===== src/rtl/unsigned_approx_mul_pipe_if.sv =====
// unsigned_approx_mul_pipe_if: valid/ready operand and result bundle for the approximate multiplier
interface unsigned_approx_mul_pipe_if #(parameter int W = 8);
  logic in_valid, in_ready, exact, out_valid, out_ready, out_exact;
  logic [W-1:0] x, y;
  logic [2*W-1:0] z;
  modport master (output in_valid, x, y, exact, out_ready, input in_ready, out_valid, z, out_exact);
  modport slave (input in_valid, x, y, exact, out_ready, output in_ready, out_valid, z, out_exact);
endinterface


===== src/rtl/unsigned_approx_mul_pipe.sv =====
// unsigned_approx_mul_pipe: two-stage valid/ready multiplier with truncated approximate low rows
module unsigned_approx_mul_pipe #(
  parameter int W = 8,
  parameter int L = 4,
  parameter int T = 7
) (
  input logic clk,
  input logic rst,
  unsigned_approx_mul_pipe_if.slave bus
);
  localparam int N = 2 * W;
  localparam logic [N-1:0] T_MASK = {N{1'b1}} << T;
  logic [W-1:0] pp [W];
  logic [N-1:0] hi, lo, s1_hi, s1_lo;
  logic s1_valid, s1_exact, ld1, ld2;
  assign ld2 = !bus.out_valid || bus.out_ready;
  assign ld1 = !s1_valid || ld2;
  assign bus.in_ready = ld1;
  // rows below L only enter the high sum in exact mode; in approximate mode they are paired and truncated
  always_comb begin
    hi = '0;
    lo = '0;
    for (int i = 0; i < W; i++) begin
      pp[i] = bus.y & {W{bus.x[i]}};
      hi = (bus.exact || i >= L) ? hi + (N'(pp[i]) << i) : hi;
    end
    for (int k = 0; k < L / 2; k++)
      lo = lo + (((N'(pp[2*k]) << (2*k)) | (N'(pp[2*k+1]) << (2*k+1))) & T_MASK);
    lo = bus.exact ? '0 : lo;
  end
  always_ff @(posedge clk)
    if (rst) begin
      s1_valid <= 1'b0;
      s1_exact <= 1'b0;
      s1_hi <= '0;
      s1_lo <= '0;
      bus.out_valid <= 1'b0;
      bus.out_exact <= 1'b0;
      bus.z <= '0;
    end else begin
      if (ld1) begin
        s1_valid <= bus.in_valid;
        s1_exact <= bus.exact;
        s1_hi <= hi;
        s1_lo <= lo;
      end
      if (ld2) begin
        bus.out_valid <= s1_valid;
        if (s1_valid) begin
          bus.z <= s1_hi + s1_lo;
          bus.out_exact <= s1_exact;
        end
      end
    end
endmodule


===== src/flat_wrapper.sv =====
// flat-port wrapper written by rule: the top's interface ports become plain ports
module unsigned_approx_mul_pipe_flat 
#(
  parameter int W = 8,
  parameter int L = 4,
  parameter int T = 7
)
  (clk, rst, bus_in_valid, bus_x, bus_y, bus_exact, bus_out_ready, bus_in_ready, bus_out_valid, bus_z, bus_out_exact);
  unsigned_approx_mul_pipe_if #(.W(W)) bus_i ();
  input logic clk;
  input logic rst;
  input wire logic [$bits(bus_i.in_valid)-1:0] bus_in_valid;
  input wire logic [$bits(bus_i.x)-1:0] bus_x;
  input wire logic [$bits(bus_i.y)-1:0] bus_y;
  input wire logic [$bits(bus_i.exact)-1:0] bus_exact;
  input wire logic [$bits(bus_i.out_ready)-1:0] bus_out_ready;
  output wire logic [$bits(bus_i.in_ready)-1:0] bus_in_ready;
  output wire logic [$bits(bus_i.out_valid)-1:0] bus_out_valid;
  output wire logic [$bits(bus_i.z)-1:0] bus_z;
  output wire logic [$bits(bus_i.out_exact)-1:0] bus_out_exact;
  assign bus_i.in_valid = bus_in_valid;
  assign bus_i.x = bus_x;
  assign bus_i.y = bus_y;
  assign bus_i.exact = bus_exact;
  assign bus_i.out_ready = bus_out_ready;
  assign bus_in_ready = bus_i.in_ready;
  assign bus_out_valid = bus_i.out_valid;
  assign bus_z = bus_i.z;
  assign bus_out_exact = bus_i.out_exact;
  unsigned_approx_mul_pipe #(.W(W), .L(L), .T(T)) u_core (.clk(clk), .rst(rst), .bus(bus_i));
endmodule

===== config.mk =====
export PLATFORM = sky130hd
export DESIGN_NAME = unsigned_approx_mul_pipe_flat
export DESIGN_NICKNAME = d
export VERILOG_FILES = /design/src/rtl/unsigned_approx_mul_pipe_if.sv /design/src/rtl/unsigned_approx_mul_pipe.sv /design/src/flat_wrapper.sv
export SDC_FILE = /design/constraint.sdc
export NUM_CORES = 1
export LEC_CHECK = 0
export ABC_AREA = 1
export CORE_MARGIN = 2
export CORE_UTILIZATION = 60
export DETAILED_ROUTE_END_ITERATION = 10
export PLACE_DENSITY = 0.87
export SETUP_SLACK_MARGIN = 0.2
export SLEW_MARGIN = 20
export SYNTH_ARGS = -nofsm -noshare
export SYNTH_HDL_FRONTEND = slang
export SYNTH_SLANG_ARGS = --single-unit

===== constraint.sdc =====
create_clock -name clk -period 19.7 [get_ports clk]
set_input_delay 1.97 -clock clk [delete_from_list [all_inputs] [get_ports clk]]
set_output_delay 1.97 -clock clk [all_outputs]
set_load 0.05 [all_outputs]

==> results of run 1 <==
-- registers in the layout, indices dropped and copies added (netlist names) --
| name | flops |
|---|---|
| u_core.bus.z | 16 |
| u_core.s1_hi | 16 |
| u_core.s1_lo | 5 |
| u_core.bus.out_exact | 1 |
| u_core.bus.out_valid | 1 |
| u_core.s1_exact | 1 |
| u_core.s1_valid | 1 |
-- how the worst max path moves through the flow --
stage,endpoint,cells past startpoint,from,slack (ns)
after floorplan,u_core.s1_hi[13]$_SDFFE_PP0P_,35,bus_y[1],12.12
after global placement,u_core.s1_hi[15]$_SDFFE_PP0P_,35,bus_exact,10.67
after detailed placement,u_core.s1_hi[15]$_SDFFE_PP0P_,35,bus_exact,10.48
after CTS,u_core.s1_hi[15]$_SDFFE_PP0P_,35,bus_exact,10.78
after global routing,u_core.s1_hi[15]$_SDFFE_PP0P_,37,bus_exact,10.27
final,u_core.s1_hi[15]$_SDFFE_PP0P_,35,bus_exact,10.76
-- synthesized netlist by cell type, types with 5 or more instances --
library cell and n:
nand3_1 36, nand4_1 7, ha_1 49, inv_1 141
nand2_1 174, a21oi_1 49, dfxtp_1 41, o21ai_0 25
buf_2 5, nor2_1 72, buf_4 6, fa_1 26
clkbuf_1 12
-- final cells by class --
cell class              count  area [sq um]  share of cell area
multi-input cells         476          2948              0.5951
inverters                 143         536.8              0.1084
well taps                  99         123.9             0.02501
clock inverters             3         65.06             0.01313
repair buffers             39         390.4             0.07881
clock buffers               5         68.82             0.01389
flip-flops and latches     41         820.8              0.1657
-- metrics by stage --
stage / power, mW / setup slack, ns / hold WS (ns) / instance area (sq um)
after floorplan: 0.2145 / 12.12 / 0.4358 / 4459
after CTS: 0.3300 / 10.78 / 0.4707 / 4954
after global routing: 0.3572 / 10.27 / 0.4809 / 4954
after global placement: 0.2441 / 10.67 / 0.4523 / 4820
final: 0.3301 / 10.76 / 0.4731 / 4954
after detailed placement: 0.2512 / 10.48 / 0.4600 / 4820
-- where the power goes --
group	total (mW)	switching (mW)	leakage, nW	internal (mW)
sequential	0.102	0.00749	0.338	0.0942
combinational	0.150	0.0937	2.54	0.0566
clock	0.0781	0.0278	0.0681	0.0503
-- cell families after synthesis --
family                   synth area share
AO/OA/AOI/OAI                      0.1097
XOR/XNOR                          0.01571
adder cells (fa/ha/maj)            0.2542
buffers and inverters              0.1549
flip-flops                         0.1841
AND/OR/NAND/NOR                    0.2814
-- metal layers --
metal  GRT usage  part of all wire
met5           0                 0
met3     0.02766             0.063
met1      0.3184              0.42
met4     0.07821             0.019
met2      0.4893              0.49
-- worst register-to-register path, stage by stage, from the launching register on --
cell and delay [ns]:
dfxtp_1 0.34, ha_1 0.19, inv_1 0.06, fa_1 0.39
inv_1 0.08, nand2_1 0.06, nand2_1 0.12, nand2_1 0.09
xnor2_1 0.13, o21ai_0 0.17, inv_1 0.06
==> reports/metrics.yaml, run 1 <==
cp_common_cell: "inv_1"
htree_levels: 2
antenna-diode-count: 0
yosys.area.top_type: "dfxtp_1"
grt_usage: 0.2629
ys_seq_area_frac: 0.1841
yosys_warnings: 0
synth-main-ff-cell: "dfxtp_1"
vias: 4232
finalSetupViolations: 0
r2r_start: "u_core.s1_hi[7]$_SDFFE_PP0P_"
crit_path_start_kind: "primary input"
grt_pass1_vias: 4157
core_sq_mm: 0.007214
vias_per_cell: 5.251
tightestPinTransition_ns: 0.8369
cts_root_buf: "clkbuf_8"
status: "complete, no violations"
cap_violations: 0
numCtsBuffers: 5
ir_drop_mv: 0.03578
r2r_slack_ns: 17.90
hold_path_end: "u_core.s1_hi[5]$_SDFFE_PP0P_"
finClkSkew_ns: 0.008276
io_buffers: 39
antenna_found_initial: 0
drc: 0
setup_tns_ns: 0
die-area_sq_mm: 0.008138
slew_headroom: 0.4403
fin_crit_ns: 8.944
critical_path.max_stage_delay_ns: 0.91
drt-total-wl_um: 10340
stdcell_count: 806
cts_buffer_depth: 2
power.density_mw_per_mm2: 66.64
finalHoldViolations: 0
syn_to_final_growth_pct: 11.08
synth_nets: 783
final_cell_mix: "nand2_1 (174), inv_1 (141), nor2_1 (72)"
synth_top_area_frac: 0.1841
report.final.slew_viol_count: 0
rsz0062_at_grt: "no"
syn-cell-area_sq_mm: 0.004459
synthTopCellsByArea: "dfxtp_1 (18%), nand2_1 (15%), ha_1 (14%)"
path_clk_slew_ns: 0.08
yosysUniqueCellTypes: 32
row_count: 31
r2r_cells: 10
grt_max_degree: 25
place_inst: 798
dp_hpwl_um: 8192
critPathRequiredTime_ns: 19.89
cts_setup_buffers: 0
drtIter0Drc: 265
ys_async_sr_fraction: 0
layout_commonest_cell: "nand2_1"
leakagePower_nw: 2.942
initial_core_util: 0.6181
grt_remaining_overflow: 0
avgSynthCellArea_sq_um: 6.491
slowest_stage: "clkdlybuf4s50_1"
drt_pass1_iterations: 5
synthCells: 687
fmax_ghz: 0.1118
die-height_um: 90.21
cpLargestDelayFamily: "adder cells"
place_congestion: 0.9688
critPathArrivalTime_ns: 9.14
path_class: "primary input to flop"
cp.buffers_inverters: 10
yosys_register_bits: 41
fill_cells: 642
timing.final.crit_share: 0.4540
ioPinCount: 40
grt_pass1_wl_um: 18090
crit_fanout: 19
wl_per_cell_um: 12.82
die-width_um: 90.21
end_kind: "flop"
hold_path_class: "flop to flop"
hp-start: "u_core.s1_hi[5]$_SDFFE_PP0P_"
ctsResizeCount: 0
nNetsFinal: 802
cts_hold_buf: 0
synth_edf_count: 0
fin_util: 0.6866
worstSkewPairLatency_ns: 0.29
drive_gt1_frac: 0.03112
drtAntennaViolNets: 0
r2r_end: "u_core.bus.z[11]$_SDFFE_PP0P_"
holdPathStages: 2
cts_sinks: 41
cts_tree: "done"
Power figures use the tool's default switching activity.
==> inputs of run 2 (changes only) <==
CORE_UTILIZATION = 54   (was 60)
PLACE_DENSITY = 0.82   (was 0.87)
clock period = 7.92 ns   (was 19.7 ns; I/O delays follow)
==> run 2 against run 1 <==
  * Combinational power rose by 140%
  * Highest routed layer unchanged
  * Count of clock-buffer cells in the layout is 2 higher
  * Critical path depth shrank 1
  * Sequential share of layout area hardly changed
  * Cell area up 0.10%
  * Die area up 11%
  * Cell count up 0.99%
  * First-iteration DRC count fell by 43%
  * Wire length fell by 9.5%
  * Via count decreased by 4.1%
  * Largest power group unchanged
  * Non-clock buffer count rose by 2
==> reports/metrics.yaml, run 2 (synthesis gave the netlist of run 1 again) <==
status: "complete, no violations"  # unchanged
p_int_mw: 0.4768  # was 0.2011 mW
die-area_sq_mm: 0.009001  # was 0.008138 sq mm
vias: 4060  # was 4,232
drt-total-wl_um: 9351  # was 10,340 um
htree_levels: 2  # unchanged
slowest_stage: "clkdlybuf4s50_1"  # unchanged
pre_cts_ws_ns: 0.5865  # was 10.48 ns
grt_pass1_wl_um: 16350  # was 18,090 um
setup_tns_ns: 0  # unchanged
rsz0062_at_grt: "no"  # unchanged
cts_setup_buffers: 0  # unchanged
drtIter0Drc: 150  # was 265
crit_path_start_kind: "primary input"  # unchanged
cts_tree: "done"  # unchanged
timing.final.crit_share: 0.8900
grt_pass1_vias: 3799  # was 4,157
drive_gt1_frac: 0.03244  # was 0.03112
cp_common_cell: "nand2_1"  # was inv_1
finClkSkew_ns: 0.001104  # was 0.008276 ns
crit_fanout: 8  # was 19
die-width_um: 94.88  # was 90.21 um
io_buffers: 39  # unchanged
drtAntennaViolNets: 0  # unchanged
ioPinCount: 40  # unchanged
critPathArrivalTime_ns: 7.24  # was 9.14 ns
cts_buffer_depth: 2  # unchanged
critPathRequiredTime_ns: 8.11  # was 19.89 ns
ctsResizeCount: 0  # unchanged
wl_per_cell_um: 11.49  # was 12.82 um
hold_path_class: "flop to flop"  # unchanged
layout_commonest_cell: "nand2_1"  # unchanged
ir_drop_mv: 0.06998  # was 0.03578 mV
antenna-diode-count: 0  # unchanged
nNetsFinal: 804  # was 802
tightestPinTransition_ns: 0.8740  # was 0.8369 ns
cts_hold_buf: 0  # unchanged
path_class: "primary input to flop"  # unchanged
worstSkewPairLatency_ns: 0.29  # about the same
grt_remaining_overflow: 0  # unchanged
finalHoldViolations: 0  # unchanged
p_switching_mw: 0.3057  # was 0.1290 mW
vias_per_cell: 4.988  # was 5.251
report.final.slew_viol_count: 0  # unchanged
clock_power_share: 0.217  # was 0.237
holdWs_ns: 0.4577  # was 0.4731 ns
fin_crit_ns: 7.049
end_kind: "flop"  # unchanged
drt_pass1_iterations: 4  # was 5
final_cell_mix: "nand2_1 (174), inv_1 (141), nor2_1 (72)"  # unchanged
fmax_ghz: 0.1419
pwr-share-seq: 0.323  # was 0.308
drc: 0  # unchanged
row_count: 33  # was 31
cts_root_buf: "clkbuf_8"  # unchanged
cts_sinks: 41  # unchanged
top_regs: "u_core.bus.z: 16 flops, u_core.s1_hi: 16 flops, u_core.s1_lo: 5 flops"  # unchanged
syn_to_final_growth_pct: 11.20  # was 11.08%
worst_slack_ns: 0.8710  # was 10.76 ns
path_clk_slew_ns: 0.07  # was 0.08 ns
core_sq_mm: 0.008093  # was 0.007214 sq mm
place_congestion: 0.8893  # was 0.9688
numCtsBuffers: 5  # unchanged
antenna_found_initial: 0  # unchanged
grt_usage: 0.2240  # was 0.2629
initial_core_util: 0.5510  # was 0.6181
dp_hpwl_um: 7722  # was 8192 um
fin_total_pwr_mw: 0.7825  # was 0.3301 mW
die-height_um: 94.88  # was 90.21 um
slew_headroom: 0.4155  # was 0.4403
critical_path.max_stage_delay_ns: 0.72  # was 0.91 ns
power.density_mw_per_mm2: 157.8  # was 66.64 mW/mm^2
grt_max_degree: 25  # unchanged
finalSetupViolations: 0  # unchanged
cap_violations: 0  # unchanged
combPwrFrac: 0.460  # was 0.455
p_sw_frac: 0.3907  # was 0.3908
leakagePower_nw: 2.942  # about the same
-- run 2: changes by cell type in the layout (fill, tap and decap cells not counted), sizes merged --
cell	previous run	this run
buf	0	2
clkbuf	5	7
bufinv	2	1
clkinv	1	0
-- run 2: critical path: cells and delay by family --
kind / cells / cell delay, ns
AND/OR/NAND/NOR: 17 / 1.68
buffers and inverters: 5 / 0.95
AO/OA/AOI/OAI: 5 / 0.80
adder cells (fa/ha/maj): 7 / 2.98
-- run 2: power by group through the flow --
stage / registers, mW / logic, mW / clock network (mW)
finish: 0.253 / 0.360 / 0.170
global route: 0.256 / 0.414 / 0.181
CTS: 0.253 / 0.362 / 0.172
detailed placement: 0.257 / 0.359 / 0
global placement: 0.256 / 0.352 / 0
floorplan: 0.278 / 0.256 / 0
-- run 2: path summary, 6_finish.rpt --
| check | from | to | slack, ns | cells after the start |
|---|---|---|---|---|
| worst max register to register | u_core.s1_lo[7]$_SDFFE_PP0P_ | u_core.bus.z[13]$_SDFFE_PP0P_ | 6.28 | 11 |
| worst min register to register | u_core.s1_hi[6]$_SDFFE_PP0P_ | u_core.s1_hi[6]$_SDFFE_PP0P_ | 0.46 | 2 |
| worst max-delay path | bus_y[3] | u_core.s1_hi[15]$_SDFFE_PP0P_ | 0.87 | 34 |
| worst min-delay path | u_core.s1_hi[6]$_SDFFE_PP0P_ | u_core.s1_hi[6]$_SDFFE_PP0P_ | 0.46 | 2 |
-- run 2: metrics by stage --
step	utilization	area, sq um	cells
6_report	0.6127	4959	814
3_3_place_gp	0.5983	4842	806
3_5_place_dp	0.5983	4842	806
2_1_floorplan	-	4459	687
5_1_grt	0.6127	4959	814
4_1_cts	0.6127	4959	814
-- run 2: layout make-up --
| cell class | instances | area [sq um] |
|---|---|---|
| Clock buffer | 7 | 86.33 |
| Clock inverter | 1 | 30.03 |
| Fill cell | 781 | 3134 |
| Inverter | 143 | 536.8 |
| Multi-Input combinational cell | 476 | 2948 |
| Sequential cell | 41 | 820.8 |
| Tap cell | 105 | 131.4 |
| Timing Repair Buffer | 41 | 405.4 |
-- run 2: per-layer routing --
metal  wire, um  up-vias  GRT usage  share of wire
li1           -     2153          -              -
met1       4328     1804     0.2800           0.46
met2       4469       90     0.4090           0.48
met3        410       13    0.02155          0.044
met4        143        0    0.06159          0.015
met5          0        -          0              0
==> inputs of run 3 (changes only) <==
HOLD_SLACK_MARGIN = 0.08   (was unset)
SLEW_MARGIN = unset   (was 20)
==> results of run 3 <==
No change in the layout: final DEF, timing and power equal those of run 2.
